### src/rtl/div_pkg.sv
// Shared widths, state encoding and magnitude helper for the signed divider.
package div_pkg;
  localparam int WIDTH = 32;
  localparam int ITERS = WIDTH;
  localparam int CNT_W = $clog2(ITERS);

  typedef enum logic [1:0] {
    S_IDLE = 2'd0,
    S_RUN  = 2'd1,
    S_DONE = 2'd2
  } state_e;

  // Unsigned magnitude of a two's-complement value; the most negative input maps to itself.
  function automatic logic [WIDTH-1:0] magnitude(input logic [WIDTH-1:0] x);
    return x[WIDTH-1] ? -x : x;
  endfunction
endpackage

### src/rtl/div_if.sv
// Operand/result bundle between the multdiv front-end and the divide sequencer.
interface div_if;
  import div_pkg::*;

  logic             ctrl_DIV;
  logic [WIDTH-1:0] data_operandA;
  logic [WIDTH-1:0] data_operandB;
  logic [WIDTH-1:0] data_result;
  logic [WIDTH-1:0] data_remainder;
  logic             data_exception;
  logic             data_resultRDY;
  logic             busy;

  modport master (
    output ctrl_DIV, data_operandA, data_operandB,
    input  data_result, data_remainder, data_exception, data_resultRDY, busy
  );

  modport slave (
    input  ctrl_DIV, data_operandA, data_operandB,
    output data_result, data_remainder, data_exception, data_resultRDY, busy
  );
endinterface

### src/rtl/div_step.sv
// One restoring shift/subtract iteration over the {remainder, quotient} register.
module div_step
  import div_pkg::*;
(
  input  logic [2*WIDTH-1:0] cur_reg,
  input  logic [WIDTH-1:0]   divisor,
  output logic [2*WIDTH-1:0] next_reg
);

  logic [2*WIDTH-1:0] shifted;
  logic [WIDTH:0]     diff;

  // A clear borrow bit means the partial remainder covers the divisor.
  always_comb begin
    shifted = cur_reg << 1;
    diff    = {1'b0, shifted[2*WIDTH-1:WIDTH]} - {1'b0, divisor};
    if (!diff[WIDTH]) begin
      next_reg = {diff[WIDTH-1:0], shifted[WIDTH-1:1], 1'b1};
    end else begin
      next_reg = shifted;
    end
  end

endmodule

### src/rtl/div_sequencer.sv
// Multicycle signed 32-bit divider: latch magnitudes, iterate div_step, then restore signs.
module div_sequencer
  import div_pkg::*;
(
  input  logic  clock,
  input  logic  reset,
  div_if.slave  bus
);

  state_e             state_q, state_d;
  logic [CNT_W-1:0]   count_q, count_d;
  logic [2*WIDTH-1:0] acc_q, acc_d, step_out;
  logic [WIDTH-1:0]   divisor_q, divisor_d;
  logic               quot_neg_q, quot_neg_d;
  logic               rem_neg_q, rem_neg_d;
  logic               dz_q, dz_d;
  logic [WIDTH-1:0]   result_q, result_d;
  logic [WIDTH-1:0]   remainder_q, remainder_d;
  logic               exception_q, exception_d;
  logic               rdy_q, rdy_d;
  logic               busy_q, busy_d;

  div_step u_step (
    .cur_reg  (acc_q),
    .divisor  (divisor_q),
    .next_reg (step_out)
  );

  always_comb begin
    state_d     = state_q;
    count_d     = count_q;
    acc_d       = acc_q;
    divisor_d   = divisor_q;
    quot_neg_d  = quot_neg_q;
    rem_neg_d   = rem_neg_q;
    dz_d        = dz_q;
    result_d    = result_q;
    remainder_d = remainder_q;
    exception_d = exception_q;
    rdy_d       = 1'b0;
    busy_d      = busy_q;

    // A start strobe wins in every state, aborting any run in flight.
    if (bus.ctrl_DIV) begin
      state_d    = S_RUN;
      count_d    = '0;
      acc_d      = {{WIDTH{1'b0}}, magnitude(bus.data_operandA)};
      divisor_d  = magnitude(bus.data_operandB);
      quot_neg_d = bus.data_operandA[WIDTH-1] ^ bus.data_operandB[WIDTH-1];
      rem_neg_d  = bus.data_operandA[WIDTH-1];
      dz_d       = (bus.data_operandB == '0);
      busy_d     = 1'b1;
    end else begin
      case (state_q)
        S_RUN: begin
          acc_d   = step_out;
          count_d = count_q + CNT_W'(1);
          // The final step's output feeds the result registers directly.
          if (count_q == CNT_W'(ITERS - 1)) begin
            state_d     = S_DONE;
            busy_d      = 1'b0;
            rdy_d       = 1'b1;
            exception_d = dz_q;
            result_d    = dz_q ? '0 :
                          (quot_neg_q ? -step_out[WIDTH-1:0] : step_out[WIDTH-1:0]);
            remainder_d = dz_q ? '0 :
                          (rem_neg_q ? -step_out[2*WIDTH-1:WIDTH] : step_out[2*WIDTH-1:WIDTH]);
          end
        end
        S_DONE:  state_d = S_IDLE;
        default: state_d = S_IDLE;
      endcase
    end
  end

  always_ff @(posedge clock) begin
    if (reset) begin
      state_q     <= S_IDLE;
      count_q     <= '0;
      acc_q       <= '0;
      divisor_q   <= '0;
      quot_neg_q  <= 1'b0;
      rem_neg_q   <= 1'b0;
      dz_q        <= 1'b0;
      result_q    <= '0;
      remainder_q <= '0;
      exception_q <= 1'b0;
      rdy_q       <= 1'b0;
      busy_q      <= 1'b0;
    end else begin
      state_q     <= state_d;
      count_q     <= count_d;
      acc_q       <= acc_d;
      divisor_q   <= divisor_d;
      quot_neg_q  <= quot_neg_d;
      rem_neg_q   <= rem_neg_d;
      dz_q        <= dz_d;
      result_q    <= result_d;
      remainder_q <= remainder_d;
      exception_q <= exception_d;
      rdy_q       <= rdy_d;
      busy_q      <= busy_d;
    end
  end

  assign bus.data_result    = result_q;
  assign bus.data_remainder = remainder_q;
  assign bus.data_exception = exception_q;
  assign bus.data_resultRDY = rdy_q;
  assign bus.busy           = busy_q;

endmodule
### src/flat_wrapper.sv
// flat-port wrapper written by rule: the top's interface ports become plain ports
module div_sequencer_flat import div_pkg::*;
  (clock, reset, bus_ctrl_DIV, bus_data_operandA, bus_data_operandB, bus_data_result, bus_data_remainder, bus_data_exception, bus_data_resultRDY, bus_busy);
  div_if bus_i ();
  input  logic clock;
  input  logic reset;
  input wire logic [$bits(bus_i.ctrl_DIV)-1:0] bus_ctrl_DIV;
  input wire logic [$bits(bus_i.data_operandA)-1:0] bus_data_operandA;
  input wire logic [$bits(bus_i.data_operandB)-1:0] bus_data_operandB;
  output wire logic [$bits(bus_i.data_result)-1:0] bus_data_result;
  output wire logic [$bits(bus_i.data_remainder)-1:0] bus_data_remainder;
  output wire logic [$bits(bus_i.data_exception)-1:0] bus_data_exception;
  output wire logic [$bits(bus_i.data_resultRDY)-1:0] bus_data_resultRDY;
  output wire logic [$bits(bus_i.busy)-1:0] bus_busy;
  assign bus_i.ctrl_DIV = bus_ctrl_DIV;
  assign bus_i.data_operandA = bus_data_operandA;
  assign bus_i.data_operandB = bus_data_operandB;
  assign bus_data_result = bus_i.data_result;
  assign bus_data_remainder = bus_i.data_remainder;
  assign bus_data_exception = bus_i.data_exception;
  assign bus_data_resultRDY = bus_i.data_resultRDY;
  assign bus_busy = bus_i.busy;
  div_sequencer u_core (.clock(clock), .reset(reset), .bus(bus_i));
endmodule
### config.mk
export PLATFORM = sky130hd
export DESIGN_NAME = div_sequencer_flat
export DESIGN_NICKNAME = d
export VERILOG_FILES = /design/src/rtl/div_pkg.sv /design/src/rtl/div_if.sv /design/src/rtl/div_step.sv /design/src/rtl/div_sequencer.sv /design/src/flat_wrapper.sv
export SDC_FILE = /design/constraint.sdc
export NUM_CORES = 1
export LEC_CHECK = 0
export BUFFER_PORTS_ARGS = -buffer_cell sky130_fd_sc_hd__buf_2
export CAP_MARGIN = 20
export CORE_MARGIN = 1
export CORE_UTILIZATION = 40
export CTS_BUF_LIST = sky130_fd_sc_hd__clkbuf_4 sky130_fd_sc_hd__clkbuf_8
export CTS_CLUSTER_DIAMETER = 200
export CTS_CLUSTER_SIZE = 40
export DETAILED_ROUTE_END_ITERATION = 12
export GPL_ROUTABILITY_DRIVEN = 0
export HOLD_SLACK_MARGIN = 0.03
export MAX_ROUTING_LAYER = met4
export PLACE_DENSITY = 0.61
export SKIP_CTS_REPAIR_TIMING = 1
export SLEW_MARGIN = 10
export SYNTH_ARGS = -nofsm -noshare
export SYNTH_HDL_FRONTEND = slang
export SYNTH_SLANG_ARGS = --single-unit
### constraint.sdc
create_clock -name clock -period 9.9 [get_ports clock]
set_input_delay 0.99 -clock clock [delete_from_list [all_inputs] [get_ports clock]]
set_output_delay 0.99 -clock clock [all_outputs]
set_load 0.02 [all_outputs]
# Yosys cells after proc, flatten, opt, wreduce, memory -nomap -nowiden
# Cells that the tools add are included.
[word_totals]
rom_bits = 0
output_inout_bits = 67
mem_bits_rw = 0
inputBits = 67
reg_bits = 172
memories = 0
wordCells = 49
latchBits = 0
[op_classes]
order_cmp = 0
bitwise_logic = 3
shift = 0
add_sub_neg = 6
reduce_logical = 7
div = 0
muxes = 16
n_eq_ne = 3
multipliers = 0
[op_table]
columns = ["op", "n"]
rows = [
  ["two-way mux 32 bit", 8],
  ["negator 32 bit", 4],
  ["two-way mux 64 bit", 1],
  ["subtractor 32 x 32 -> 33 bit", 1],
  ["zero test 32 bit", 1],
  ["two-way mux 1 bit", 7],
  ["adder 5 x 1 -> 5 bit, second input constant", 1],
  ["equality test 5 bit, second input constant", 1],
  ["nonzero test 2 bit", 2],
  ["!= test 3 x 2 -> 1 bit, second input constant", 1],
  ["AND reduction 3 bit", 1],
  ["OR reduction 3 bit", 1],
  ["equality test 2 x 1 -> 1 bit, second input constant", 1],
  ["NOT 1 bit", 2],
  ["AND reduction 2 bit", 1],
  ["OR reduction 2 bit", 1],
  ["bitwise XOR 1 bit", 1],
]

# Logic depth before layout (Yosys ltp)
[logic_depth]
depth_word = 5
mapped_depth = 24
mapped_depth_nobuf = 21

# By module
# From an unflattened synthesis, not the netlist that was laid out.
[hier_totals]
cells_unflattened = 1512
area_unflattened_um2 = 11365.9
[by_module_without_submodules]
columns = ["mod", "seq_area_each_um2", "area_per_inst_um2", "cells_per_inst", "n_inst"]
rows = [
  ["div_sequencer", 3463.3, 8908.5, 1131, 1],
  ["div_step", 0.0, 2457.4, 381, 1],
]

# Least setup slack after synthesis
# No wires, ideal clock.
[synth_timing]
path_type = "reg2reg"
from = "register u_core.acc_q[31]"
to = "register u_core.remainder_q[28], in the netlist u_core.bus.data_remainder[28]"
t_required_ps = 9771
setup_time_ps = 129
arrival_ps = 4892
path_stages_with_launch = 24
period_less_slack_ps = 5021
path_slack_ps = 4879
n_path_buf = 3
cell_sequence = "dfxtp_1 inv_1 ha_1 fa_1 nand2b_2 a211oi_4 o211a_1 o21a_1 a31o_4 clkbuf_1 buf_1 clkbuf_1 a21oi_1 inv_1 ha_1 nand2_1 or2_2 nor4_1 nand3_1 o31ai_1 nand3_1 o41ai_1 xnor2_1 o21ai_0"
[synth_between]
elab_chain_len = 5
[synth_rtl]
columns = ["element", "line", "text"]
rows = [
  ["start: declaration", "div_sequencer.sv:12", "logic [2*WIDTH-1:0] acc_q, acc_d, step_out;"],
  ["start signal: assignment", "div_sequencer.sv:80", "acc_q <= '0;"],
  ["start signal: assignment", "div_sequencer.sv:93", "acc_q <= acc_d;"],
  ["subtractor 32 x 32 -> 33 bit", "div_step.sv:16", "diff = {1'b0, shifted[2*WIDTH-1:WIDTH]} - {1'b0, divisor};"],
  ["two-way mux 64 bit *", "div_step.sv:17", "if (!diff[WIDTH]) begin"],
  ["negator 32 bit", "div_sequencer.sv:67", "(rem_neg_q ? -step_out[2*WIDTH-1:WIDTH] : step_out[2*WIDTH-1:WIDTH]);"],
  ["two-way mux 32 bit *", "div_sequencer.sv:67", ""],
  ["two-way mux 32 bit *", "div_sequencer.sv:66", "remainder_d = dz_q ? '0 :"],
  ["end signal: assignment", "div_sequencer.sv:99", "remainder_q <= remainder_d;"],
  ["end: declaration", "div_sequencer.sv:18", "logic [WIDTH-1:0] remainder_q, remainder_d;"],
]
# Mark *: on every way between the ends. The rest lies on a longest branch, timed or not.
# A chain may end at the register's enable or synchronous reset.

# Final worst setup path
[layout_timing]
from = "register u_core.acc_q[31]"
to = "register u_core.remainder_q[30], in the netlist u_core.bus.data_remainder[30]"
# Same word-level chain as after synthesis.

==> results by group <==
Setup path
  – Cell breakdown of the critical path: inv_1 -> ha_1 -> fa_1 -> nand2b_2 -> a211oi_4 -> o211a_1 -> o21a_1 -> a31o_4 -> nand2_1 -> o21ai_0 -> ha_1 -> nand2_1 -> or2_2 -> nor4_1 -> nand4_1 -> o41ai_1 -> o211ai_1 -> o41ai_1 -> xnor2_1 -> o21ai_0
  – Slowest cell on crit path: sky130_fd_sc_hd__a31o_4
  – Largest fanout of any net on the critical path: 50
  – CP max stage delay: about 600 ps
  – Critical Path End Type: flop
  – Required time of the critical path: approximately 10000 ps
  – Arrival time of data at the critical path endpoint: 5840 ps
  – Type of origin of the critical path: flop
  – Critical path type: reg2reg

Power and ir drop
  – PD cells: ~150 mW/mm^2
  – LEAKAGE: about 5.0 nW
  – Peak supply drop: 0.0000846 V
  – Total Power: between 0.0015 and 0.002 W

STA
  – Total Negative Setup Slacks: 0 ps
  – Tcrit/Tclk final: between 50% and 60%
  – Setup repair after global routing missed its margin: no
  – Worst hold slack: around 450 ps
  – Setup violation total in the final timing report: 0
  – Final Critical Period: 5500 ps
  – Final Slew Violations: 0
  – Actual transition at the worst max-transition pin: roughly 990 ps
  – Fin. Hold Viols: 0
  – Setup skew after layout: approximately 22 ps
  – Maximum achievable frequency: roughly 180 MHz
  – Worst rel slew slack: 33.8%

Clock network
  – Clock transition time at the flip-flop clock pins of the worst setup and hold paths: 90 ps
  – CTS Root Cell: sky130_fd_sc_hd__clkbuf_8
  – Clock buffer count from CTS: 17
  – H-Tree Level Count: 4
  – Clock latency on the worst-skew pair: 480 ps
  – Maximum root-to-sink buffer count: 2
  – Clock tree from TritonCTS: yes
  – Sink count of the clock tree: between 150 and 200

Cells and area
  – Area taken by flip-flops and latches: between 0.003 and 0.004 mm^2
  – Synth-to-Final Area Change: 11.6%
  – Area of the multi-input gates: between 0.007 and 0.008 mm^2
  – NumNets Final: 1692
  – Utilization of the core after routing: 45.3%
  – Fill count: 2909
  – Fraction of layout instances using a drive strength above 1: approximately an eighth

Global routing
  – Aggregate global-route resource usage: approximately a quarter
  – Maximum number of pins on one net before global-route repair: 93
  – Via count of the first global-routing pass: 9693
  – Aggregate global routing overflow: 0
  – Initial antenna violation count: 1
  – First-pass GRT wire length: approximately 52 mm

Synth
  – Basic-gate share of the synthesized area counting and, or, nand and nor cells: between 20% and 30%
  – Arithmetic-cell share of the synthesized area counting full adders, half adders and majority gates: between 4 and 5%
  – Combinational family with the most area after synthesis: compound AO/OA/AOI/OAI gates
  – Mux cell area share after synthesis: 1.89%
  – XOR/XNOR Fraction of Synth Area: between 10% and 20%
  – Sequential-to-total area share from yosys stat: 30.6%
  – Netlist Area Pre-Place: approximately 0.011 mm^2
  – Synth area leaders: sky130_fd_sc_hd__dfxtp_1 31%, sky130_fd_sc_hd__nand2_1 7.5%, sky130_fd_sc_hd__xor2_1 5.6%
  – Register bit count reported by yosys: between 150 and 200
  – Count of synthesis-stage warnings from yosys: 0
  – Syn Inst Count: approximately 1500
  – Fraction of registers with async set/reset: 0%
  – Most common cell in the netlist: sky130_fd_sc_hd__nand2_1
  – Yosys cell types: 75
  – Commonest cells post-synth: 224 x sky130_fd_sc_hd__nand2_1, 172 x sky130_fd_sc_hd__dfxtp_1, 165 x sky130_fd_sc_hd__nor2_1, 123 x sky130_fd_sc_hd__o21ai_0, 121 x sky130_fd_sc_hd__a21oi_1
  – Count of flip-flops with a built-in enable after synthesis: 0
  – Avg Inst Size Synth: 7.45 um^2
  – Area fraction of the dominant cell type after synthesis: ~31%
  – Compound-gate portion of the synthesized area: 25.1%
  – Number of nets produced by synthesis: between 1500 and 2000
  – Top flip-flop cell by instance count after synthesis: sky130_fd_sc_hd__dfxtp_1
  – Cell type with the highest aggregate area in the netlist: sky130_fd_sc_hd__dfxtp_1

Floorplanning
  – Effective utilization at floorplan: roughly 41%
  – Boundary Pins: approximately 130
  – Die span in y: between 150 and 200 um
  – Area of the die: about 0.029 mm^2
  – Placeable core area: between 0.02 and 0.03 mm^2
  – Placement Rows: 61
  – Horizontal die dimension: 170 um

Detailed routing
  – Vias per cell: ~5.5
  – Vias post-DR: between 10000 and 15000
  – Number of optimization iterations in the first detailed-route pass: 7
  – DRT Wirelength: around 33 mm
  – DRC marker count from the first detailed-route iteration: 868
  – DRC violation count after routing: 0
  – Detail Route Antenna Nets: 0
  – Average wire per standard cell: roughly 17 um

Status
  – Status: completed

Run
  – Max capacitance violation total: 0

Place
  – Dpl hpwl: ~25 mm
  – PortBufs: 133

Hold path
  – Classification of the worst-slack hold path: reg2reg
metal layers:
metal	wire (um)	global-route usage (%)	vias up
met4	609	7.13	0
met3	2120	3.30	37
met2	13200	32.2	343
met1	17200	35.5	5044
met5	0	-	-
li1	-	-	5521
worst max-delay path: cells and delay by family (launching register included):
family,cells,cell delay [ps]
and+or+nand+nor,6,1440
AOI/OAI and AO/OA,9,2380
xor gates and xnor gates,1,170
DFF,1,370
adders and majority gates,3,930
buffers and inverters,1,60
final timing paths:
check | from | slack [ps] | end | depth (start not counted)
worst max-delay path | u_core.acc_q[31] | 4400 | u_core.bus.data_remainder[30] | 20
worst min-delay path | u_core.bus.data_remainder[29] | 450 | u_core.bus.data_remainder[29] | 2
worst max register to register | u_core.acc_q[31] | 4400 | u_core.bus.data_remainder[30] | 20
worst min register to register | u_core.bus.data_remainder[29] | 450 | u_core.bus.data_remainder[29] | 2
placed cells by master (no fill, tap or decap), types with 5 or more instances in the layout:
cell type                  Yosys  final
sky130_fd_sc_hd__inv_1        52     52
sky130_fd_sc_hd__a311oi_1      6      6
sky130_fd_sc_hd__nand3_1      17     17
sky130_fd_sc_hd__o31ai_1      34     34
sky130_fd_sc_hd__nand2_1     224    224
sky130_fd_sc_hd__a31oi_1       8      7
sky130_fd_sc_hd__buf_4         0     11
sky130_fd_sc_hd__nor3_1       29     29
sky130_fd_sc_hd__nand4_1      10     10
sky130_fd_sc_hd__o41ai_1      12     12
sky130_fd_sc_hd__mux2i_1      19     19
sky130_fd_sc_hd__nor4_1        9      9
sky130_fd_sc_hd__ha_1         38     38
sky130_fd_sc_hd__or3_1        28     28
sky130_fd_sc_hd__or2_2         9      9
sky130_fd_sc_hd__o211ai_1     11     11
sky130_fd_sc_hd__nand2b_1      8      8
sky130_fd_sc_hd__a21o_1        9      9
sky130_fd_sc_hd__or4_1        14     14
sky130_fd_sc_hd__clkbuf_8      0     20
sky130_fd_sc_hd__o21a_1        8      8
sky130_fd_sc_hd__nor2_1      165    165
sky130_fd_sc_hd__o21ai_0     123    123
sky130_fd_sc_hd__xor2_1       72     72
sky130_fd_sc_hd__buf_2         8    132
sky130_fd_sc_hd__and3_1       11     11
sky130_fd_sc_hd__xnor2_1      65     65
sky130_fd_sc_hd__a211oi_1     63     63
sky130_fd_sc_hd__nand3b_1      6      6
sky130_fd_sc_hd__a21oi_1     121    121
sky130_fd_sc_hd__and2_1        5      5
sky130_fd_sc_hd__dfxtp_1     172    172
final cells by class:
| class | instances | area share [%] |
|---|---|---|
| Antenna cell | 1 | 0.0199 |
| Tap cell | 378 | 3.76 |
| Timing Repair Buffer | 143 | 5.91 |
| Clock buffer | 22 | 2.31 |
| Inverter | 54 | 1.61 |
| Clock inverter | 9 | 0.896 |
| Multi-Input combinational cell | 1198 | 58.1 |
| Sequential cell | 172 | 27.4 |
report_power, final:
| group | switching [W] | internal (W) | leakage [nW] |
|---|---|---|---|
| clock | 0.000274 | 0.000250 | 0.194 |
| sequential | 0.0000326 | 0.000718 | 1.40 |
| combinational | 0.000384 | 0.000213 | 3.43 |
metrics by stage:
| stage | cells | area, um^2 | setup slack [ps] |
|---|---|---|---|
| 2_1_floorplan | 1512 | 11300 | 4880 |
| 3_3_place_gp | 1945 | 12200 | 4670 |
| 3_5_place_dp | 1945 | 12200 | 4520 |
| 4_1_cts | 1976 | 12600 | 4500 |
| 5_1_grt | 1977 | 12600 | 4050 |
| 6_report | 1977 | 12600 | 4400 |
state kept, by name (all words and copies together), names as in the netlist:
signal	cells
u_core.bus.data_remainder	32
u_core.bus.data_exception	1
u_core.quot_neg_q	1
u_core.bus.data_result	32
u_core.divisor_q	32
u_core.dz_q	1
u_core.count_q	5
u_core.bus.data_resultRDY	1
u_core.bus.busy	1
u_core.state_q	2
u_core.rem_neg_q	1
u_core.acc_q	63
logic make-up after synthesis:
| logic type | Yosys count |
|---|---|
| multiplexers | 21 |
| XOR/XNOR | 137 |
| buffers and inverters | 142 |
| AND/OR/NAND/NOR | 558 |
| adder cells (fa/ha/maj) | 39 |
| AO/OA/AOI/OAI | 443 |
| flip-flops | 172 |
Power figures use the tool's default switching activity.
